File: src/rtl/trivium_xor_stream.sv
// trivium_xor_stream: buffers Trivium keystream bytes in a small FIFO and XORs
// each one with an incoming data byte, presenting the result on a registered
// valid/ready output. Throttles the generator via ks_enable so that bytes
// already in flight still fit.
//
// Optional feature: define TRIVIUM_XOR_STATS_EN to enable the 32-bit
// output-transfer counter on byte_count (tied to zero otherwise).
//
// Ports:
//   clk, rst               clock, synchronous active-high reset
//   ks_byte, ks_valid      keystream byte from generator (no backpressure)
//   ks_enable              generator enable, high while FIFO has spare room
//   din, din_valid/ready   data byte to encrypt/decrypt
//   dout, dout_valid/ready registered XOR result
//   ks_overflow            sticky: a keystream byte was dropped (FIFO full)
//   byte_count             accepted output transfers (stats build only)
module trivium_xor_stream #(
  parameter int unsigned DEPTH    = 8,
  parameter int unsigned HEADROOM = 2
) (
  input  logic        clk,
  input  logic        rst,
  input  logic [7:0]  ks_byte,
  input  logic        ks_valid,
  output logic        ks_enable,
  input  logic [7:0]  din,
  input  logic        din_valid,
  output logic        din_ready,
  output logic [7:0]  dout,
  output logic        dout_valid,
  input  logic        dout_ready,
  output logic        ks_overflow,
  output logic [31:0] byte_count
);

  localparam int unsigned PW = $clog2(DEPTH);
  localparam int unsigned CW = $clog2(DEPTH + 1);

  logic [7:0]    mem_q [DEPTH];
  logic [PW-1:0] wr_q, wr_d;
  logic [PW-1:0] rd_q, rd_d;
  logic [CW-1:0] count_q, count_d;
  logic [7:0]    dout_q, dout_d;
  logic          dv_q, dv_d;
  logic          ovf_q, ovf_d;

  logic full, out_free, pop, push;

  // Handshake decode, all from registered state plus dout_ready
  assign full      = (count_q == CW'(DEPTH));
  assign out_free  = !dv_q || dout_ready;
  assign din_ready = !rst && (count_q != CW'(0)) && out_free;
  assign pop       = din_valid && din_ready;
  // A full FIFO can still accept when the same cycle frees a slot
  assign push      = ks_valid && (!full || pop);
  assign ks_enable = !rst && (count_q < CW'(DEPTH - HEADROOM));

  // Next-state for pointers, occupancy, output stage and overflow flag
  always_comb begin
    wr_d    = wr_q;
    rd_d    = rd_q;
    count_d = count_q;
    dout_d  = dout_q;
    dv_d    = dv_q;
    ovf_d   = ovf_q;

    if (push) wr_d = wr_q + PW'(1);

    if (pop) begin
      rd_d   = rd_q + PW'(1);
      dout_d = din ^ mem_q[rd_q];
      dv_d   = 1'b1;
    end else if (out_free) begin
      dv_d   = 1'b0;
    end

    if (push && !pop)      count_d = count_q + CW'(1);
    else if (pop && !push) count_d = count_q - CW'(1);

    if (ks_valid && full && !pop) ovf_d = 1'b1;
  end

  // State registers
  always_ff @(posedge clk) begin
    if (rst) begin
      wr_q    <= '0;
      rd_q    <= '0;
      count_q <= '0;
      dout_q  <= 8'h00;
      dv_q    <= 1'b0;
      ovf_q   <= 1'b0;
    end else begin
      wr_q    <= wr_d;
      rd_q    <= rd_d;
      count_q <= count_d;
      dout_q  <= dout_d;
      dv_q    <= dv_d;
      ovf_q   <= ovf_d;
    end
  end

  // Keystream storage; contents are don't-care until written
  always_ff @(posedge clk) begin
    if (push && !rst) mem_q[wr_q] <= ks_byte;
  end

  assign dout        = dout_q;
  assign dout_valid  = dv_q;
  assign ks_overflow = ovf_q;

`ifdef TRIVIUM_XOR_STATS_EN
  logic [31:0] bc_q;

  // Output transfer counter, wraps naturally at 2^32
  always_ff @(posedge clk) begin
    if (rst)                      bc_q <= 32'h0;
    else if (dv_q && dout_ready)  bc_q <= bc_q + 32'd1;
  end

  assign byte_count = bc_q;
`else
  assign byte_count = 32'h0;
`endif

endmodule

File: config.mk
export PLATFORM = sky130hd
export DESIGN_NAME = trivium_xor_stream
export DESIGN_NICKNAME = d
export VERILOG_FILES = /design/src/rtl/trivium_xor_stream.sv
export SDC_FILE = /design/constraint.sdc
export NUM_CORES = 1
export LEC_CHECK = 0
export BUFFER_PORTS_ARGS = -buffer_cell sky130_fd_sc_hd__buf_4
export CAP_MARGIN = 20
export CORE_ASPECT_RATIO = 1.1
export CORE_MARGIN = 4
export CORE_UTILIZATION = 40
export CTS_CLUSTER_DIAMETER = 60
export DETAILED_ROUTE_END_ITERATION = 10
export GPL_TIMING_DRIVEN = 0
export MAX_ROUTING_LAYER = met4
export PLACE_DENSITY_LB_ADDON = 0.08
export SETUP_SLACK_MARGIN = 0.1
export SLEW_MARGIN = 5
export SYNTH_ARGS = -nofsm -noshare
export SYNTH_HDL_FRONTEND = slang
export SYNTH_SLANG_ARGS = --single-unit
File: constraint.sdc
create_clock -name clk -period 8.05 [get_ports clk]
set_input_delay 0.4025 -clock clk [delete_from_list [all_inputs] [get_ports clk]]
set_output_delay 0.4025 -clock clk [all_outputs]
set_load 0.05 [all_outputs]
# Word-level counts from Yosys, hierarchy flattened

Memories as Yosys holds them, arrays and structs flattened. A register that Yosys moved wholly into a read port is not among the register bits.
Cells that the tools add are included.

Bits in registers: 20
Latch bits: 0
RAM bits: 64
Memory bits (read-only): 0
Logic and storage cells: 42
Memories kept: 1

Memories:

| name  | depth | bits a word | rd ports | clocked after Yosys merged registers in | write ports | line | source |
|---|---|---|---|---|---|---|---|
| mem_q | 8     | 8           | 1        | 1                                       | 1           | 39   | `logic [7:0] mem_q [DEPTH];` |

Add/subtract/negate cells: 4
$mul: 0
Div/mod/pow operators: 0
Order comparisons: 1
Eq/ne operators: 1
Shifts and indexed selects: 0
Multiplexer cells: 8
Bitwise operators: 1
Reductions and logical operators: 20

Operators with widths:

| cell                | count |
|---|---|
| $logic_and 1x1->1   | 10 |
| $mux 4              | 2 |
| $xor 8x8->8         | 1 |
| $add 3x1->3 const B | 2 |
| $mux 3              | 2 |
| $logic_not 1->1     | 5 |
| $add 4x1->4 const B | 1 |
| $eq 4x4->1 const B  | 1 |
| $lt 4x3->1 const B  | 1 |
| $mux 1              | 4 |
| $reduce_bool 2->1   | 2 |
| $reduce_bool 4->1   | 1 |
| $sub 4x1->4 const B | 1 |
| $logic_or 1x1->1    | 2 |

# Longest topological paths before layout

Gate-level depths: netlist (run 1).

Depth after elaboration: 10
Mapped depth: 11
Mapped depth without buffers: 11

# Worst setup path before layout (run 1)

OpenSTA, ideal clock, no wires.

Kind: register -> register
From: reg dv_q, in the netlist dout_valid
To: reg count_q[3]
Setup time: 121 ps
Arrival time: 2793 ps
Required time: 7929 ps
Path slack: 5136 ps
Cell stages (with the launch flop): 12
Period minus slack after synthesis: 2914 ps
Path through: dfxtp_1 nor2b_1 nor4_1 inv_1 clkbuf_1 ha_1 inv_1 ha_1 a21o_1 a21oi_1 mux2i_1 mux2_2

Cells in the longest elaborated chain, start to end: 9

RTL lines:

| item                               | line | source |
|---|---|---|
| from (decl)                        | 44   | `logic dv_q, dv_d;` |
| from (signal assigned)             | 97   | `dv_q <= dv_d;` |
| $logic_not 1->1 *                  | 51   | `assign out_free = !dv_q \|\| dout_ready;` |
| $logic_or 1x1->1 *                 | 51   |  |
| $logic_and 1x1->1 *                | 52   | `assign din_ready = !rst && (count_q != CW'(0)) && out_free;` |
| $logic_and 1x1->1 *                | 53   | `assign pop = din_valid && din_ready;` |
| $logic_or 1x1->1                   | 55   | `assign push = ks_valid && (!full \|\| pop);` |
| $logic_and 1x1->1                  | 55   |  |
| $logic_not 1->1                    | 78   | `else if (pop && !push) count_d = count_q - CW'(1);` |
| $logic_and 1x1->1                  | 78   |  |
| $reduce_bool 2->1 (no source line) | -    |  |
| to (signal assigned)               | 95   | `count_q <= count_d;` |
| to (decl)                          | 42   | `logic [CW-1:0] count_q, count_d;` |

Mark *: on every way between the ends. The rest lies on a longest branch, timed or not.
A chain may end at the register's enable or synchronous reset.

# Final worst setup path (run 1)

From: reg count_q[0]
To: reg count_q[3]

Cells in the longest elaborated chain, start to end: 9

RTL lines:

| item                               | line |
|---|---|
| $reduce_bool 4->1                  | 52 |
| $logic_and 1x1->1 (2 in series)    | 52 |
| $logic_and 1x1->1                  | 53 |
| $logic_or 1x1->1                   | 55 |
| $logic_and 1x1->1                  | 55 |
| $logic_not 1->1                    | 78 |
| $logic_and 1x1->1                  | 78 |
| $reduce_bool 2->1 (no source line) | - |

Parallel ways exist; a longest one is shown, timed or not. The select of a mux whose other input is x is not followed.

==> results of run 1 <==
## synthesized netlist by cell type (2+ instances only)
master / instances / area share
mux2_2: 10 / 0.029
ha_1: 5 / 0.016
o21ai_0: 3 / 0.0039
nand3_1: 3 / 0.0039
mux4_2: 5 / 0.029
a21oi_1: 6 / 0.0079
nor2b_1: 3 / 0.0049
xnor2_1: 2 / 0.0046
nand2_1: 5 / 0.0049
nor4_1: 11 / 0.018
edfxtp_1: 64 / 0.50
buf_4: 33 / 0.065
and3_1: 8 / 0.013
nor3_1: 12 / 0.016
mux4_1: 11 / 0.076
clkbuf_1: 7 / 0.0069
nor2_1: 26 / 0.026
nor4b_1: 2 / 0.0046
inv_1: 6 / 0.0059
mux2i_1: 2 / 0.0052
dfxtp_1: 23 / 0.12
or3_1: 2 / 0.0033
## cell families after synthesis
| kind of cell | Yosys count |
|---|---|
| DFF | 87 |
| and+or+nand+nor | 73 |
| buffers and inverters | 50 |
| muxes | 28 |
| AOI/OAI and AO/OA | 14 |
| adders and majority gates | 6 |
| xor gates and xnor gates | 3 |
| other | 1 |
## placed cells by master (no fill, tap or decap), types with 5 or more instances in the layout
| cell | count |
|---|---|
| buf_4 | 68 |
| edfxtp_1 | 64 |
| conb_1 | 32 |
| nor2_1 | 26 |
| dfxtp_1 | 23 |
| mux4_1 | 11 |
| nor4_1 | 10 |
| clkbuf_8 | 10 |
| mux2_2 | 10 |
| nor3_1 | 9 |
| and3_1 | 8 |
| clkbuf_1 | 7 |
| inv_1 | 6 |
| a21oi_1 | 6 |
| nand2_1 | 5 |
| mux4_2 | 5 |
| ha_1 | 5 |
## power by group through the flow
stage               Sequential [mW]  Clock, mW  Combinational (mW)
floorplan                     0.583          0               0.212
global placement              0.549          0               0.323
detailed placement            0.550          0               0.326
CTS                           0.539      0.277               0.327
global route                  0.543      0.299               0.354
finish                        0.539      0.267               0.324
## layout make-up
type / count / area, um2
plain buffers: 44 / 323
clock buffers: 9 / 124
clock inverters: 7 / 48.8
fillers: 827 / 4800
inverters: 6 / 22.5
multi-input cells: 156 / 1240
flip-flops and latches: 87 / 2380
well taps: 117 / 146
repair buffers: 35 / 263
## path summary, 6_finish.rpt
check	start	to	cells after the start
worst min register to register	ks_overflow	ks_overflow	2
worst max-delay path	count_q[0]	count_q[3]	11
worst max register to register	count_q[0]	count_q[3]	11
worst min-delay path	ks_byte[7]	mem_q[5][7]	1
## metrics by stage
step	hold slack [ns]	instance area [um2]	utilization	power, mW	worst slack [ns]
after global placement	0.475	4330	0.463	0.871	4.54
final	0.285	4550	0.486	1.13	4.96
after CTS	0.266	4550	0.486	1.14	4.94
after floorplan	0.454	3940	-	0.795	5.14
after detailed placement	0.473	4380	0.468	0.876	4.90
after global routing	0.277	4550	0.486	1.20	4.70
## worst max-delay path, stage by stage (launching register included)
cell     delay, ns
dfxtp_1       0.39
nor4b_1       0.53
o31ai_1       0.25
nand2_1       0.27
inv_1         0.08
ha_1          0.19
inv_1         0.13
ha_1          0.25
a21o_1        0.17
a21oi_1       0.17
mux2i_1       0.22
mux2_2        0.34
## flip-flops by register name, indices dropped and copies added (netlist names), named ones only
signal / count
dout_valid: 1
mem_q: 64
dout: 8
wr_q: 3
count_q: 4
ks_overflow: 1
rd_q: 3
## metal layers
metal | track usage | vias up | share of wire
li1 | - | 1082 | -
met1 | 0.186 | 1014 | 0.44
met2 | 0.210 | 72 | 0.47
met3 | 0.0291 | 8 | 0.076
met4 | 0.0532 | 0 | 0.013
met5 | - | - | 0
==> results.md, run 1 <==
* Unique cell type count in the Yosys netlist at 35
* Net count, final at between 300 and 400
* Row Count at 37
* IO buf count at 32
* Syn. warnings at 0
* Antenna viol nets, final at 0
* VDD IR max at 0.000112 V
* Fmax at 0.324 GHz
* Largest net degree at the start of global routing at 16
* Period utilization at 0.384
* Total track usage at 0.140
* Seq pwr share at 0.477
* Cts bufs inserted at 9
* Vias in the first global route at between 2000 and 2500
* Post-CTS sizing at 0
* Synth Area in XOR/XNOR at 0.00687
* Die H at between 100 and 150 um
* Final setup vio count at 0
* Sequential share of the synthesized area at 0.623
* Net Sw Power at about 0.37 mW
* CP endpoint kind: flop
* Worst Path Max Fanout at 5
* Compound-gate portion of the synthesized area at 0.0216
* Net Sw Frac at 0.331
* Adder-Cell Fraction of Synth Area at 0.0216
* Total Neg Setup Slack at 0 ns
* Clk_lat worst skew at 0.35 ns
* FFs w/ async S/R, synth at 0
* Mux cell area share after synthesis at 0.140
* Clock skew at slightly above 0.008 ns
* Max_cap viols at 0
* Layout area overhead at 19.0%
* Fin cells at around 460
* Number of synthesized flops with an enable pin at 64
* R2R setup slack at 4.96 ns
* DPL Wire Length at about 5200 um
* Initial antenna violation count at 0
* Hold WC Path Type: in -> reg
* Worst setup path class: reg -> reg
* Minimum clock period after layout at 3.09 ns
* Core ar. at about 9400 um2
* Routed len/inst at 15.8 um
* Die ar. at approximately 11000 um2
* CTS root buffer: clkbuf_8
* Vias per cell at roughly 4.7
* # diodes at 0
* WP data arrival at approximately 3.3 ns
* Post-Synth Simple-Gate Area at 0.0959
* Combinational share of power at 0.286
* CTS sink count at 87
* Hold Vio Cnt, Final at 0
* Post-synthesis register bit count at 87
* Post-CTS setup buffer count at 0
* CTS H-tree lvls at 3
* Die X at ~100 um
* Leak at about 1.8 nW
* Post-synthesis cell area at 3820 um2
* Placed cells at about 450
* Initial Util at 0.409
* RSZ-0062 raised after global routing: no
* Initial drt markers at 63
* Pwr dens at between 200 and 250 nW/um2
* DR vias at between 2000 and 2500
* Detailed-router iteration count before antenna repair at 4
* Largest family of logic cells by synthesized area: multiplexers
* Share of cells above drive strength 1 at 0.311
* First-pass GRT wire length at 11400 um
* Syn_area_per_cell at 14.6 um2
* CTS clk-pin slew, worst paths at 0.09 ns
* GP Congestion at just over 0.7
* Largest buffer count on any clock path at 2
* Slew Limit Fails at 0
* # DRC at 0
* CTS tree: done
* Grt ovf at 0
* Clock power frac at 0.237
* Req. time, crit path at 8.29 ns
* Worst Tran Pin Value at slightly above 0.9 ns
* Ports at 65
* Ys flop type: edfxtp_1
* Max_slew headroom at 0.382
* Mapped Cells at around 260
* Internal power at about 0.76 mW
* Status: finished clean
* Post-CTS Hold Fix Bufs at 0
* CP startpoint kind: flop
* WL final at between 7000 and 8000 um
(Power assumes the default switching activity.)
==> inputs of run 2 (changes only) <==
- clock period: 8.05 -> 2.7 ns (I/O delays scaled with it)
==> results.md, run 2 (same netlist as run 1, synthesis figures left out) <==
* Fin cells at 474 (+2.8%)
* # DRC at 0 (unchanged)
* Vias in the first global route at 2079 (-1.4%)
* Reg2reg start: count_q[2]
* CTS sink count at 87 (unchanged)
* Row Count at 37 (unchanged)
* DR vias at 2202 (+1.2%)
* Largest buffer count on any clock path at 2 (unchanged)
* CP startpoint kind: flop
* RSZ-0062 raised after global routing: no
* Worst Hold Path Cells at 1 (unchanged)
* VDD IR max at 0.000326 V (+190%)
* Worst Tran Pin Value at 0.903 ns (-0.0209 ns)
* Worst setup path class: reg -> reg
* Net count, final at 379 (+3.6%)
* First-pass GRT wire length at 11500 um (+0.54%)
* Initial antenna violation count at 0 (unchanged)
* Reg2Reg Depth at 11 (unchanged)
* Req. time, crit path at 2.94 ns (-5.35 ns)
* Max_slew headroom at 0.396 (+0.0140)
* Minimum clock period after layout at 2.49 ns (-0.604 ns)
* CTS clk-pin slew, worst paths at 0.08 ns (about the same)
* Status: finished clean
* # diodes at 0 (unchanged)
* Hold Vio Cnt, Final at 0 (unchanged)
* CTS tree: done
* Largest net degree at the start of global routing at 15 (-1)
* Slew Limit Fails at 0 (unchanged)
* Grt ovf at 0 (unchanged)
* Antenna viol nets, final at 0 (unchanged)
* Fmax at 0.402 GHz (+24%)
* GP Congestion at 0.726 (+2.8%)
* Die ar. at 11200 um2 (unchanged)
* Clk_lat worst skew at 0.34 ns (about the same)
* Detailed-router iteration count before antenna repair at 4 (unchanged)
* WL final at 7500 um (+3.2%)
* IO buf count at 32 (unchanged)
* Core ar. at 9350 um2 (unchanged)
* Max_cap viols at 0 (unchanged)
* R2R setup slack at 0.21 ns (-4.75 ns)
* WP data arrival at 2.72 ns (-0.61 ns)
* Share of cells above drive strength 1 at 0.367 (+0.0559)
* Leak at 1.84 nW (+4.3%)
* Initial Util at 0.409 (unchanged)
* Vias per cell at 4.65 (-1.6%)
* Most common cell after layout, fill and taps aside: buf_4
* Total track usage at 0.141 (+0.000943)
* Final setup vio count at 0 (unchanged)
* Capture point of the critical path: count_q[3]
* Final core occ at 0.510 (+0.0234)
* CTS root buffer: clkbuf_8
* Routed len/inst at 15.8 um (+0.32%)
* DPL Wire Length at 5150 um (-1.5%)
* CP endpoint kind: flop
* Clock skew at 0.00915 ns (+0.000855 ns)
* Pwr dens at 759 nW/um2 (+210%)
* Initial drt markers at 41 (-35%)
* CTS H-tree lvls at 3 (unchanged)
* Period utilization at 0.921 (+0.537)
* Crit path launch: count_q[2]
* Layout area overhead at 24.7%
* Die H at 111 um (unchanged)
* Cts bufs inserted at 9 (unchanged)
* Ports at 65 (unchanged)
* Placed cells at 444 (-0.22%)
* Worst Path Max Fanout at 5 (unchanged)
* Highest-count cells in the layout ignoring fill and taps: buf_4, edfxtp_1, conb_1
* RR Endpoint: count_q[3]
* Die X at 101 um (unchanged)
* Max reg flops at 64 (unchanged)
* Largest Register: mem_q
* Hold WC Path Type: in -> reg
## run 2: critical path, stage by stage (launching register included)
cell and delay [ns]:
dfxtp_4 0.38, nor4b_4 0.37, o31ai_4 0.16, nand2_2 0.09, inv_1 0.08, ha_4 0.18, inv_4 0.07, ha_4 0.19
a21o_1 0.15, a21oi_2 0.14, mux2i_1 0.23, mux2_2 0.35
## run 2: power breakdown
group	internal (mW)	leakage [nW]	switching, mW	total, mW
combinational	0.523	0.987	0.638	1.16
clock	0.394	0.0860	0.428	0.823
sequential	1.54	0.769	0.0925	1.64
total	2.46	1.84	1.16	3.62
## run 2: worst min path at each step
stage | from | to
floorplan | ks_byte[0] | mem_q[0][0]
global placement | ks_byte[5] | mem_q[0][5]
global route | ks_byte[7] | mem_q[4][7]
finish | ks_byte[7] | mem_q[0][7]
CTS | ks_byte[7] | mem_q[0][7]
detailed placement | ks_byte[7] | mem_q[1][7]
## run 2: timing repair
action,4_1_cts,5_1_grt
setup endpoints to repair,1,1
resized for setup,16,4
hold buffers,0,1
hold endpoints to repair,0,1
pin swaps,3,5
buffers inserted,4,9
## run 2: per-layer routing
layer / global-route usage / vias up / share of wire
li1: - / 1107 / -
met1: 0.187 / 1026 / 0.45
met2: 0.213 / 60 / 0.48
met3: 0.0328 / 9 / 0.056
met4: 0.0452 / 0 / 0.015
met5: - / - / 0
## run 2: layout make-up
cell class              count  area (um2)
clock inverters             2        16.3
repair buffers             48         363
inverters                   6        25.0
fillers                   810        4580
plain buffers              44         334
clock buffers              14         164
well taps                 117         146
multi-input cells         156        1320
flip-flops and latches     87        2400
## run 2: stage by stage
step	cell area, um2	hold WS [ns]	TNS [ns]	power (mW)	worst slack, ns
floorplan	3970	0.234	0	2.39	0.102
global placement	4360	0.370	-7.68	2.62	-0.558
detailed placement	4400	0.374	-0.301	2.63	-0.301
CTS	4660	0.00175	0	3.55	0.100
global route	4770	0.00509	0	3.82	0.0870
finish	4770	0.0205	0	3.62	0.214
